[config.mk]
export PLATFORM = sky130hd
export DESIGN_NAME = vga_sync_rx
export DESIGN_NICKNAME = d
export VERILOG_FILES = /design/src/rtl/vga_sync_rx.sv
export SDC_FILE = /design/constraint.sdc
export NUM_CORES = 1
export LEC_CHECK = 0
export BUFFER_PORTS_ARGS = -buffer_cell sky130_fd_sc_hd__buf_2
export CORE_MARGIN = 2
export CORE_UTILIZATION = 45
export DETAILED_ROUTE_END_ITERATION = 10
export GPL_ROUTABILITY_DRIVEN = 1
export SYNTH_ARGS = -nofsm -noshare
export SYNTH_HDL_FRONTEND = slang
export SYNTH_SLANG_ARGS = --single-unit
[constraint.sdc]
create_clock -name clk -period 5.2 [get_ports clk]
set_clock_uncertainty 0.15 [all_clocks]
set_input_delay 0.78 -clock clk [delete_from_list [all_inputs] [get_ports clk]]
set_output_delay 0.78 -clock clk [all_outputs]
set_load 0.02 [all_outputs]
[src/rtl/vga_sync_rx.sv]
// VGA timing recovery: locks free-running h/v counters onto incoming
// hsync/vsync, reports lock state, recovered pixel position and a
// saturating count of timing errors seen while locked.
module vga_sync_rx #(
    parameter int HD = 640,
    parameter int HF = 16,
    parameter int HR = 96,
    parameter int HB = 48,
    parameter int VD = 480,
    parameter int VF = 10,
    parameter int VR = 2,
    parameter int VB = 33
) (
    input  logic       clk,
    input  logic       reset,
    input  logic       p_tick,
    input  logic       hsync,
    input  logic       vsync,
    input  logic [2:0] rgb,
    output logic [9:0] pixel_x,
    output logic [9:0] pixel_y,
    output logic       video_on,
    output logic [2:0] rgb_cap,
    output logic       locked,
    output logic       frame_tick,
    output logic [7:0] err_cnt
);
    localparam int HT = HD + HF + HR + HB;
    localparam int HS = HD + HF;
    localparam int VT = VD + VF + VR + VB;
    localparam int VS = VD + VF;

    typedef enum logic [1:0] {SEARCH, ALIGN, LOCKED} state_t;

    state_t     state, state_nxt;
    logic       hs, hs_d, vs, vs_d;
    logic [2:0] rgb_s, rgb_d;
    logic [9:0] h_cnt, v_cnt;
    logic       bad, bad_nxt;
    logic       h_rise, v_rise, h_ok, v_ok, h_wrap, vis;
    logic       err_inc, ft_nxt;

    // h_cnt/v_cnt describe the sample held in hs_d/rgb_d, so an on-time
    // hsync edge is seen while h_cnt still holds HS-1.
    assign h_rise = hs & ~hs_d;
    assign v_rise = vs & ~vs_d;
    assign h_wrap = (h_cnt == 10'(HT - 1));
    assign h_ok   = (h_cnt == 10'(HS - 1));
    assign v_ok   = (v_cnt == 10'(VS)) || ((v_cnt == 10'(VS - 1)) && h_wrap);
    assign vis    = (state == LOCKED) && (h_cnt < 10'(HD)) && (v_cnt < 10'(VD));
    assign locked = (state == LOCKED);

    // Input sampling pipeline, two stages so edges compare consecutive samples
    always_ff @(posedge clk or negedge reset) begin
        if (!reset) begin
            hs    <= 1'b0;
            hs_d  <= 1'b0;
            vs    <= 1'b0;
            vs_d  <= 1'b0;
            rgb_s <= 3'b000;
            rgb_d <= 3'b000;
        end else if (p_tick) begin
            hs    <= hsync;
            hs_d  <= hs;
            vs    <= vsync;
            vs_d  <= vs;
            rgb_s <= rgb;
            rgb_d <= rgb_s;
        end
    end

    // Free-running counters, reloaded by every sync rising edge
    always_ff @(posedge clk or negedge reset) begin
        if (!reset) begin
            h_cnt <= 10'd0;
            v_cnt <= 10'd0;
        end else if (p_tick) begin
            if (h_rise)      h_cnt <= 10'(HS);
            else if (h_wrap) h_cnt <= 10'd0;
            else             h_cnt <= h_cnt + 10'd1;

            if (v_rise)                 v_cnt <= 10'(VS);
            else if (h_wrap && !h_rise) v_cnt <= (v_cnt == 10'(VT - 1)) ? 10'd0 : v_cnt + 10'd1;
        end
    end

    // Lock state register and ALIGN-frame error flag
    always_ff @(posedge clk or negedge reset) begin
        if (!reset) begin
            state <= SEARCH;
            bad   <= 1'b0;
        end else if (p_tick) begin
            state <= state_nxt;
            bad   <= bad_nxt;
        end
    end

    // Next-state: ALIGN must see a whole frame of clean hsyncs and an
    // on-time vsync; same-cycle hsync error also blocks the lock.
    always_comb begin
        state_nxt = state;
        bad_nxt   = bad;
        err_inc   = 1'b0;
        ft_nxt    = 1'b0;
        case (state)
            SEARCH: begin
                if (v_rise) begin
                    state_nxt = ALIGN;
                    bad_nxt   = 1'b0;
                end
            end
            ALIGN: begin
                if (h_rise && !h_ok) bad_nxt = 1'b1;
                if (v_rise) begin
                    if (!bad_nxt && v_ok) begin
                        state_nxt = LOCKED;
                        ft_nxt    = 1'b1;
                    end
                    bad_nxt = 1'b0;
                end
            end
            LOCKED: begin
                if ((h_rise && !h_ok) || (v_rise && !v_ok)) begin
                    state_nxt = SEARCH;
                    err_inc   = 1'b1;
                end else if (v_rise) begin
                    ft_nxt = 1'b1;
                end
            end
            default: state_nxt = SEARCH;
        endcase
    end

    // Registered outputs; frame_tick is a single-clk pulse, the rest hold
    always_ff @(posedge clk or negedge reset) begin
        if (!reset) begin
            pixel_x    <= 10'd0;
            pixel_y    <= 10'd0;
            video_on   <= 1'b0;
            rgb_cap    <= 3'b000;
            err_cnt    <= 8'd0;
            frame_tick <= 1'b0;
        end else begin
            frame_tick <= p_tick & ft_nxt;
            if (p_tick) begin
                pixel_x  <= h_cnt;
                pixel_y  <= v_cnt;
                video_on <= vis;
                rgb_cap  <= vis ? rgb_d : 3'b000;
                if (err_inc && (err_cnt != 8'hFF)) err_cnt <= err_cnt + 8'd1;
            end
        end
    end
endmodule

==> results of run 1 <==
## flip-flops by register name, summed over array words and instances, names as in the netlist
| name | cells |
|---|---|
| h_cnt | 10 |
| state | 2 |
| video_on | 1 |
| pixel_y | 10 |
| rgb_cap | 3 |
| v_cnt | 10 |
| rgb_s | 3 |
| vs | 1 |
| frame_tick | 1 |
| vs_d | 1 |
| pixel_x | 10 |
| rgb_d | 3 |
| hs | 1 |
| err_cnt | 8 |
| hs_d | 1 |
| bad | 1 |
## metal layers
metal	wire [um]	vias up
li1	-	1094
met1	3051	1067
met2	2673	43
met3	223	6
met4	63	0
met5	0	-
## power groups by stage
stage	sequential, mW	clock, mW	combinational, mW
finish	0.669	0.485	0.320
global route	0.684	0.519	0.358
CTS	0.669	0.502	0.325
detailed placement	0.678	0	0.324
global placement	0.675	0	0.318
floorplan	0.703	0	0.192
## area by class of cell
class	count	share of cell area, %
clock buffer	12	4.582
clock inverter	2	1.666
inverter	10	1.041
multi-input combinational	194	38.01
sequential	66	45.82
tap	80	2.777
timing repair buffer	43	6.109
## layout by cell type, fill, tap and decap left out, types with 2 or more instances in the layout
cell and n:
sky130_fd_sc_hd__o31ai_1 2, sky130_fd_sc_hd__and3_1 4, sky130_fd_sc_hd__bufinv_16 2, sky130_fd_sc_hd__a21oi_1 7
sky130_fd_sc_hd__nor2b_1 4, sky130_fd_sc_hd__nor3_1 5, sky130_fd_sc_hd__xnor2_1 2, sky130_fd_sc_hd__o21a_1 4
sky130_fd_sc_hd__inv_1 9, sky130_fd_sc_hd__buf_2 41, sky130_fd_sc_hd__a22o_1 4, sky130_fd_sc_hd__dfrtp_1 66
sky130_fd_sc_hd__clkbuf_8 12, sky130_fd_sc_hd__nor2_1 18, sky130_fd_sc_hd__a41oi_1 4, sky130_fd_sc_hd__nand2_1 23
sky130_fd_sc_hd__nand3_1 14, sky130_fd_sc_hd__buf_4 2, sky130_fd_sc_hd__ha_1 9, sky130_fd_sc_hd__nand2b_1 4
sky130_fd_sc_hd__a31oi_1 2, sky130_fd_sc_hd__nand4_1 5, sky130_fd_sc_hd__xor2_1 9, sky130_fd_sc_hd__a21o_1 2
sky130_fd_sc_hd__o21ai_0 21, sky130_fd_sc_hd__and2_1 2, sky130_fd_sc_hd__mux2_2 29, sky130_fd_sc_hd__mux2_1 2
## cell families (layout without fill, tap and decap cells)
kind of cell / count (synthesis) / count (layout) / synth area share, %
adder cells (fa/ha/maj): 9 / 9 / 3.635
flip-flops: 66 / 66 / 53.31
AND/OR/NAND/NOR: 89 / 89 / 14.66
XOR/XNOR: 11 / 11 / 3.110
buffers and inverters: 20 / 67 / 2.464
multiplexers: 32 / 32 / 11.59
AO/OA/AOI/OAI: 53 / 53 / 11.23
## stage by stage
step / setup slack (ns) / total power [mW] / instances
2_1_floorplan: 2.825 / 0.8950 / 280
3_3_place_gp: 2.259 / 0.9930 / 393
3_5_place_dp: 2.225 / 1.002 / 393
4_1_cts: 2.546 / 1.496 / 407
5_1_grt: 2.264 / 1.560 / 407
6_report: 2.506 / 1.475 / 407
## worst max path at each step
stage / to / cells after the start
finish: v_cnt[3] / 6
global route: v_cnt[6] / 6
CTS: v_cnt[3] / 6
detailed placement: v_cnt[3] / 6
global placement: v_cnt[5] / 6
floorplan: state[0] / 8
==> impl.org, run 1 <==
** Run status
- The run finished with clean final reports.

** Placed design
- Global placer's final weighted congestion :: 0.8094
- After detailed placement, the total cell area comes to 3379 um^2.
- Number of buffers inserted by port buffering :: 41
- Sum of net half-perimeters after detailed placement :: 4154 um

** Floorplanning
- The die covers 7564 um^2.
- Area of the core :: 6719 um^2
- Measured along the x axis, the die boundary spans 86.97 um.
- The die is 86.97 um tall.
- The initial utilization of the core area, before any placement, comes to 46.11%.
- 42 I/O pins were placed.
- Row generation in the floorplan step produced 30 rows.

** GRT
- For met2 alone, demand over resource in global routing was 25.68%.
- The initial antenna violation count came to 0.
- In the global route stage, met1 resource usage came out at 23.99%.
- The global routing stage identified its most utilized layer as met2.
- The via count of the first global-routing pass was 2118.
- The first global-routing pass estimated 10120 um of wire.
- Global routing consumed, over all layers together, 17.13% of the routing resources.
- Entering global routing, the biggest net connects 67 pins.
- Met3 track demand over resource in global routing :: 4.171%
- GR Overflow Total :: 0

** Timing
- At the pin with the least slew margin, the transition time is 0.9643 ns.
- Setup TNS :: 0 ns
- Hold slack final :: 0.3405 ns
- After layout, the worst path uses 51.81% of the clock period.
- Count of pins over their slew limit :: 0
- Final setup fails :: 0
- Timing would allow up to 371.2 MHz.
- The worst pin sits at a relative slew slack of 35.12%.
- The number of failing hold endpoints at the final stage is 0.
- Setup repair after global routing left no endpoint under its margin.
- The smallest clock period supported by the final layout is computed as 2.694 ns.

** Logic synthesis
- Top cells by instance count after synthesis :: sky130_fd_sc_hd__dfrtp_1, sky130_fd_sc_hd__mux2_2, sky130_fd_sc_hd__nand2_1
- Synthesized instance count :: 280
- Yosys mapped a number of flops with a built-in enable equal to 0.
- Post-synth top area cell :: sky130_fd_sc_hd__dfrtp_1
- Area contributors post-synth :: sky130_fd_sc_hd__dfrtp_1, sky130_fd_sc_hd__mux2_2, sky130_fd_sc_hd__ha_1
- In the synthesized netlist the dominant register cell turns out to be sky130_fd_sc_hd__dfrtp_1.
- Share of synthesized flip-flops with an asynchronous set or reset :: 100.0%
- Yosys warnings :: 0
- Post-Syn Area :: 3098 um^2
- Counting every net in the synthesized netlist gives 297.
- Sequential share of the synthesized area :: 53.31%
- Most frequently used cell type in the post-synthesis netlist :: sky130_fd_sc_hd__dfrtp_1
- After synthesis the netlist holds a flip-flop and latch count of 66.
- A synthesized cell averages 11.06 um^2.
- Proportion of netlist area held by the largest area contributor :: 53.31%
- Post-synthesis cell type count :: 46

** Routing
- Post-route ant nets :: 0
- Dividing the detail-routed wire length by the instance count gives 14.77 um.
- Via count :: 2210
- After detailed routing, the number of remaining DRC violations is 0.
- For this run, the detailed router's first-pass iteration total came to 4.
- Via-per-instance ratio :: 5.430
- The routed design has 6012 um of wire.
- Initial DRC count :: 86

** Power and ir drop
- Combinational cell fraction of total power :: 21.7%
- Total internal power :: 1.036 mW
- In this run the static leakage power is 1.665 nW.
- In this run switching power makes up 29.74% of total power.
- In this run the power density over the cells is 409.1 nW/um^2.
- Registers are responsible for 45.4% of the overall power.
- Reported net switching power :: 0.4387 mW
- VDD sags by at most 0.1613 mV.
- The clock network accounts for 32.9% of the total power.

** Finish
- After routing the design area is 3605 um^2.
- Once layout is complete, the utilization of the core stands at 53.65%.
- Across the whole layout, storage elements account for 1652 um^2.
- Area taken by multi-input logic gates :: 1370 um^2
- The area growth from synthesis to layout is 16.36%.
- After filler insertion, the fill cell instance count of the layout stands at 611.
- Number of diodes added for antenna fixing :: 0
- Ratio of cells with drive above 1 in the final layout :: 27.83%
- After the last flow step, the layout net total stands at 341.

** Worst setup path
- Worst R2R Setup Slack :: 2.51 ns
- Worst Reg-to-Reg Cells :: 6
- Bufs and invs on worst path :: 0
- Max stage delay on crit path :: 0.80 ns
- Arrival time of the worst setup path :: 2.77 ns
- CP max FO :: 8
- Endpoint class of the critical path :: flip-flop
- By startpoint and endpoint, the worst setup path is classified as flip-flop to flip-flop.
- Ordered list of cells on the worst path :: ha_1 -> and3_1 -> nand4_1 -> nor3_1 -> o21ai_0 -> o21a_1
- Worst r2r dst :: v_cnt[3]
- Critical Path Start Type :: flip-flop
- In this run the critical register-to-register path is launched from h_cnt[0].
- CP max-delay cell :: sky130_fd_sc_hd__nor3_1
- In this run the worst setup path begins at h_cnt[0].
- For the worst setup path, the data required time is 5.27 ns.
- Grouping stages by cell kind, the critical path spends the most delay in simple AND/OR/NAND/NOR gates.

** Clocking
- CTS Hold Bufs :: 0
- The H-tree was split into 3 levels.
- After clock tree synthesis, the clock-pin slew on the worst setup and hold paths is 0.07 ns.
- Maximum number of buffers from clock root to sink :: 2
- The cell sitting at the root of the clock tree is a sky130_fd_sc_hd__clkbuf_8.
- Once the clock tree was built, the resizer swapped 0 gates to a different size.
- For this design, the sink count on the clock tree is 66.
- In this run, CTS created clock tree buffers numbering 9.
- Setup bufs post-CTS :: 0
- Insertion delay of the later-clocked pin in the worst-skew pair :: 0.34 ns
- TritonCTS built the clock tree.

** Min path
- WHS Path Cells :: 1
- The min-delay analysis places its worst path in the category flip-flop to flip-flop.
- The startpoint identified for the worst hold timing path is rgb_d[1].
- Hold-critical path endpoint :: rgb_cap[1]

** Flow run
- Max-cap viol count :: 0
Power figures use the tool's default switching activity.
==> run 2: changes to the inputs <==
Clock period 5.2 ns to 2.6 ns, I/O delays scaled along.
==> impl.org, run 2 (same netlist as run 1, synthesis figures left out) <==
** Run status
- The run finished with clean final reports.

** Timing
- The number of max-slew violations in the final report was 0 (unchanged).
- The total negative setup slack is 0 ns (unchanged).
- Tightest slew margin relative to the limit :: 60.83% (+26 points)
- Min Clock Period, post-route :: 2.465 ns (-0.2295 ns)
- Tcrit/Tclk final :: 94.80% (+43 points)
- Final setup fails :: 0 (unchanged)
- Final setup slack of the worst path :: 0.1352 ns (-2.371 ns)
- Setup repair after global routing left no endpoint under its margin.
- The maximum clock frequency is 405.7 MHz (+9.3%).
- Number of endpoints with negative hold slack in the final report :: 0 (unchanged)
- The transition time of the tightest slew-check pin is 0.5830 ns (-0.3813 ns).

** Clocking
- The total clock sinks came to 66 (unchanged).
- Clock transition at the registers of the reported paths :: 0.07 ns (about the same)
- The quantity of gates resized following cts is 0 (unchanged).
- TritonCTS clock tree :: done
- The source-to-sink clock delay at the later pin of the worst-skew pair is 0.33 ns (about the same).
- The number of clock buffers inserted by TritonCTS was 9 (unchanged).
- The number of buffers between clock root and the deepest sink is 2 (unchanged).
- Max H-tree Level :: 3 (unchanged)
- Clock root buffer :: sky130_fd_sc_hd__clkbuf_8

** Worst setup path
- The largest stage delay on the critical path was 0.51 ns (-0.29 ns).
- Arrival time of the worst setup path :: 2.53 ns (-0.24 ns)
- By startpoint and endpoint, the worst setup path is classified as flip-flop to flip-flop.
- Crit path capture :: state[1]
- Number of cells on the critical path :: 6 (unchanged)
- Launching instance or port of the critical path :: v_cnt[8]
- In this run the critical register-to-register path is captured at state[1].
- STA classifies the critical path startpoint as a flip-flop.
- Endpoint class of the critical path :: flip-flop
- Bufs and invs on worst path :: 0 (unchanged)
- The setup slack of the most critical reg-to-reg path came to 0.14 ns (-2.37 ns).
- In this run the critical register-to-register path is launched from v_cnt[8].
- The maximum fanout count along the critical path is 6 (-2).
- The depth of the most critical reg-to-reg path came to 6 (unchanged).
- CP Data Required Time :: 2.67 ns (-2.60 ns)
- Among all stages on the critical path, the largest delay is contributed by sky130_fd_sc_hd__or4_4.
- The critical path goes through nand4_1 -> or4_4 -> o21a_1 -> or3b_1 -> nor3b_2 -> mux2_1.
- Cell class contributing the biggest share of worst-path delay :: simple AND/OR/NAND/NOR gates

** Floorplanning
- The die span in x came to 86.97 um (unchanged).
- Overall die area :: 7564 um^2 (unchanged)
- The row count is 30 (unchanged).
- Die Height :: 86.97 um (unchanged)
- The placeable core area is 6719 um^2 (unchanged).
- The starting density of the core came to 46.11% (unchanged).
- The count of pins on the block boundary came to 42 (unchanged).

** Min path
- The path class of the tightest hold or removal check is primary input to flip-flop.

** Finish
- From synthesis to final layout, the design area changed by 18.70%.
- Total Nets Final :: 356 (+4.4%)
- Ratio of cells with drive above 1 in the final layout :: 30.61% (+2.8 points)
- The library cell used most frequently in the layout, excluding fill and tap cells, is sky130_fd_sc_hd__dfrtp_1.
- The library cells used most frequently in the layout, excluding fill and tap cells, are sky130_fd_sc_hd__dfrtp_1, sky130_fd_sc_hd__buf_2, sky130_fd_sc_hd__mux2_2, sky130_fd_sc_hd__nand2_1, sky130_fd_sc_hd__o21ai_0.
- Number of diodes added for antenna fixing :: 0 (unchanged)

** Routing
- First-pass iteration count of the detailed router :: 4 (unchanged)
- The total DRC errors in the routed layout came to 0 (unchanged).
- The post-detailed-route via-to-cell ratio is 5.442 (+0.22%).
- The number of DRC markers after the initial detailed-route iteration is 110 (+28%).
- Routed length per instance :: 14.53 um (-1.6%)
- The remaining antenna violation count after routing came to 0 (unchanged).
- Total Routed Length :: 6146 um (+2.2%)
- The detailed-route via count was 2302 (+4.2%).

** Power and ir drop
- Pwr/cell area :: 749.8 nW/um^2 (+83%)
- Worst IR drop on VDD :: 0.3821 mV (+140%)
- The total leakage power was 1.722 nW (+3.4%).

** GRT
- The initial antenna violation count is 0 (unchanged).
- The global-route total usage across every layer is 17.91% (+0.78 points).
- The remaining global-route overflow was 0 (unchanged).
- Number of global-route vias before repair :: 2218 (+4.7%)
- Maximum number of pins on one net before global-route repair :: 48 (-28%)
- The first-pass GRT wire length was 10530 um (+4.0%).

** Placed design
- Number of buffers inserted by port buffering :: 41 (unchanged)
- The detailed placer's ending HPWL is 4276 um (+2.9%).
- Global placer's final weighted congestion :: 0.8152 (+0.72%)
- The post-place setup slack came to 0.1225 ns (-2.103 ns).

** Flow run
- Max-cap viol count :: 0 (unchanged)
## run 2: cell count changes in the layout (fill, tap and decap cells not counted), sizes merged
cell         before  now
buf              43   57
clkinv            1    4
bufinv            2    0
dlygate4sd3       0    1
## run 2: layout make-up
| type | instances | area (um^2) |
|---|---|---|
| clock inverters | 3 | 15.01 |
| inverters | 10 | 37.54 |
| clock buffers | 12 | 155.1 |
| flip-flops and latches | 66 | 1652 |
| multi-input cells | 194 | 1370 |
| fillers | 614 | 3042 |
| repair buffers | 58 | 347.8 |
| well taps | 80 | 100.1 |
## run 2: worst min path at each step
stage | start | end | slack, ns | cells after the start
2_1_floorplan | reset | bad | -0.06 | 0
4_1_cts | rgb[0] | rgb_s[0] | 0.11 | 2
6_report | rgb[0] | rgb_s[0] | 0.13 | 2
3_3_place_gp | reset | pixel_x[2] | 0.17 | 1
3_5_place_dp | reset | pixel_x[2] | 0.18 | 1
5_1_grt | vsync | vs | 0.11 | 2
## run 2: power breakdown
part           internal [mW]  total (mW)  switching, mW
sequential              1.19        1.31          0.124
combinational          0.304       0.691          0.387
clock                  0.388       0.756          0.368
total                   1.88        2.76          0.879
## run 2: routing by layer
layer	routed length, um	vias to the layer above	GRT usage, %
met5	0	-	0
met2	2894	58	27.76
met3	288	4	5.024
met4	39	0	5.966
met1	2923	1115	24.25
li1	-	1125	-
## run 2: what timing repair did
item | CTS | global route
endpoints found under the hold margin | 15 | 0
setup endpoints to repair | 0 | 0
buffers inserted | 0 | 0
hold buffers | 1 | 0
## run 2: through the flow
step	instance area [um^2]	total power, mW	util [%]	cells	hold WS, ns
2_1_floorplan	3098	1.790	-	280	-0.05559
3_3_place_gp	3497	2.015	52.05	407	0.1736
3_5_place_dp	3497	2.027	52.05	407	0.1773
6_report	3677	2.757	54.73	423	0.1314
5_1_grt	3677	2.937	54.73	423	0.1142
4_1_cts	3677	2.802	54.73	423	0.1136
==> run 3: changes to the inputs <==
--- a/config.mk
+++ b/config.mk
@@ -11,4 +11,5 @@
 export DETAILED_ROUTE_END_ITERATION = 10
 export GPL_ROUTABILITY_DRIVEN = 1
+export PLACE_DENSITY_LB_ADDON = 0.1
 export SYNTH_ARGS = -nofsm -noshare
 export SYNTH_HDL_FRONTEND = slang
==> constraint.sdc (replaced) <==
create_clock -name clk -period 2.6 [get_ports clk]
set_clock_uncertainty 0.15 [all_clocks]
set_input_delay 0.52 -clock clk [delete_from_list [all_inputs] [get_ports clk]]
set_output_delay 0.52 -clock clk [all_outputs]
set_load 0.02 [all_outputs]
==> impl.org, run 3 (same netlist as run 1, synthesis figures left out) <==
** Power and ir drop
- Cell leakage power :: 1.716 nW (-0.35%)
- The switching power of the nets came to 0.8892 mW (+1.2%).
- The total power density per cell area came to 762.6 nW/um^2 (+1.7%).
- Combinational cell fraction of total power :: 23.2% (-1.9 points)
- The internal power is 1.911 mW (+1.8%).
- Total Power :: 2.801 mW (+1.6%)
- The proportion of power drawn by the clock network came to 29.1% (+1.7 points).
- The maximum VDD drop came to 0.3789 mV (-0.84%).
- The switching part of the total power is 31.75% (-0.13 points).
- The proportion of power drawn by flip-flops and latches came to 47.7% (+0.2 points).

** Floorplanning
- The die span in x came to 86.97 um (unchanged).
- Overall die area :: 7564 um^2 (unchanged)
- Area of the core :: 6719 um^2 (unchanged)
- Rows :: 30 (unchanged)
- The count of pins on the block boundary was 42 (unchanged).
- Die Height :: 86.97 um (unchanged)
- The starting density of the core is 46.11% (unchanged).

** Routing
- Routed length per instance :: 14.55 um (+0.11%)
- The total DRC errors in the routed layout came to 0 (unchanged).
- Via-per-instance ratio :: 5.395 (-0.87%)
- Post-route ant nets :: 0 (unchanged)
- The number of DRC markers after the initial detailed-route iteration is 101 (-8.2%).
- Via count :: 2282 (-0.87%)
- First-pass iteration count of the detailed router :: 4 (unchanged)
- Total Routed Length :: 6153 um (+0.11%)

** Timing
- RSZ-0062 raised after global routing :: no
- Final setup slack of the worst path :: 0.1314 ns (-0.003816 ns)
- The worst slew margin relative to its limit was 65.18% (+4.3 points).
- The number of failing hold endpoints at the final stage is 0 (unchanged).
- Min Clock Period, post-route :: 2.469 ns (+0.003816 ns)
- Max frequency :: 405.1 MHz (-0.15%)
- The transition time of the tightest slew-check pin is 0.5223 ns (-0.06073 ns).
- The count of endpoints failing setup in the final report came to 0 (unchanged).
- The total negative setup slack came to 0 ns (unchanged).
- Count of pins over their slew limit :: 0 (unchanged)
- The post-route clock period utilization was 94.95% (+0.15 points).

** GRT
- GR Overflow Total :: 0 (unchanged)
- Number of global-route vias before repair :: 2232 (+0.63%)
- Initial antenna violation count :: 0 (unchanged)
- Gr usage total :: 17.85% (-0.058 points)
- Maximum number of pins on one net before global-route repair :: 30 (-38%)
- The first-pass GRT wire length was 10510 um (-0.20%).

** Min path
- The path class of the tightest hold or removal check is primary input to flip-flop.

** Clocking
- The total of hold buffers inserted after clock tree synthesis came to 1 (unchanged).
- TritonCTS buffer count :: 9 (unchanged)
- The maximum level of the CTS H-tree is 3 (unchanged).
- TritonCTS built the clock tree.
- Maximum number of buffers from clock root to sink :: 2 (unchanged)
- Setup bufs post-CTS :: 0 (unchanged)
- The register clock-pin slew on the reported worst setup and hold paths is 0.07 ns (about the same).
- Number of instances resized during post-cts repair :: 0 (unchanged)
- Clock root buffer :: sky130_fd_sc_hd__clkbuf_8
- The total clock sinks came to 66 (unchanged).
- The source-to-sink clock delay at the later pin of the worst-skew pair is 0.34 ns (about the same).

** Run status
- Run status :: finished clean

** Placed design
- The detailed placer's ending HPWL is 4405 um (+3.0%).
- DP Cell Count :: 406 (-0.25%)
- Number of buffers inserted by port buffering :: 41 (unchanged)
- Placement-stage worst setup slack :: 0.1095 ns (-0.01295 ns)
- The routability congestion estimate from global placement is 0.8448 (+3.6%).

** Worst setup path
- Critical Path Start Type :: flip-flop
- CP Data Required Time :: 2.68 ns (about the same)
- The number of buffers and inverters on the critical path was 0 (unchanged).
- The arrival time at the worst endpoint came to 2.54 ns (about the same).
- Max stage delay on crit path :: 0.51 ns (about the same)
- Traced cell by cell, the critical path runs through nand4_1 -> or4_4 -> o21a_1 -> or3b_1 -> nor3b_2 -> mux2_1.
- The worst setup path is of the flip-flop to flip-flop kind.
- CP max FO :: 7 (+1)
- On the critical path the largest part of the delay comes from simple AND/OR/NAND/NOR gates.
- Endpoint class of the critical path :: flip-flop
- CP max-delay cell :: sky130_fd_sc_hd__or4_4

** Flow run
- Max-cap viol count :: 0 (unchanged)

** Finish
- The area growth from synthesis to layout is 18.54%.
- The antenna diode count is 0 (unchanged).
- The number of nets at the end of the flow was 355 (-0.28%).
- Top library cells by usage in the layout, fill and taps aside :: sky130_fd_sc_hd__dfrtp_1, sky130_fd_sc_hd__buf_2, sky130_fd_sc_hd__mux2_2, sky130_fd_sc_hd__nand2_1, sky130_fd_sc_hd__o21ai_0
- Ratio of cells with drive above 1 in the final layout :: 30.61% (unchanged)
- Most common cell after layout, fill and taps aside :: sky130_fd_sc_hd__dfrtp_1
- Number of standard cells in the layout, taps in and fillers out :: 423 (unchanged)
==> run 3: worst paths after layout <==
path | startpoint | endpoint | slack [ns] | cells after the start
min in group asynchronous | reset | h_cnt[2] | 0.53 | 2
hold / removal | rgb[0] | rgb_s[0] | 0.25 | 2
setup reg to reg | v_cnt[7] | state[0] | 0.13 | 6
hold reg to reg | video_on | video_on | 0.34 | 1
max in group asynchronous | reset | h_cnt[7] | 1.01 | 3
setup / recovery | v_cnt[7] | state[0] | 0.13 | 6
==> run 3: routing by layer <==
| layer | vias up | global-route usage (%) | wire length [um] |
|---|---|---|---|
| met5 | - | 0 | 0 |
| li1 | 1124 | - | - |
| met4 | 0 | 9.517 | 126 |
| met1 | 1103 | 23.63 | 2940 |
| met2 | 43 | 27.13 | 2855 |
| met3 | 12 | 4.171 | 231 |
==> run 3: stage by stage <==
step,hold WS [ns],area [um^2],util [%]
after floorplan,0.07441,3098,-
after global placement,0.3196,3477,51.75
after detailed placement,0.3263,3477,51.75
after CTS,0.2303,3672,54.66
after global routing,0.2370,3672,54.66
final,0.2538,3672,54.66
==> run 3: worst reg2reg max path, cell delays in order, from the launching register on <==
cell	delay [ns]
sky130_fd_sc_hd__dfrtp_1	0.44
sky130_fd_sc_hd__nand4_1	0.17
sky130_fd_sc_hd__or4_4	0.51
sky130_fd_sc_hd__o21a_1	0.22
sky130_fd_sc_hd__or3b_1	0.38
sky130_fd_sc_hd__nor3b_2	0.18
sky130_fd_sc_hd__mux2_1	0.31
==> run 3: layout make-up <==
cell class	count	area (um^2)
clock buffers	10	127.6
clock inverters	6	57.56
fillers	602	3047
inverters	10	37.54
multi-input cells	194	1370
flip-flops and latches	66	1652
well taps	80	100.1
repair buffers	57	327.8
==> run 3: power by group through the flow <==
stage | Combinational, mW | Clock [mW] | Sequential, mW
after floorplan | 0.385 | 0 | 1.41
after global placement | 0.649 | 0 | 1.35
after detailed placement | 0.659 | 0 | 1.36
after CTS | 0.661 | 0.853 | 1.34
after global routing | 0.731 | 0.901 | 1.36
final | 0.649 | 0.816 | 1.34
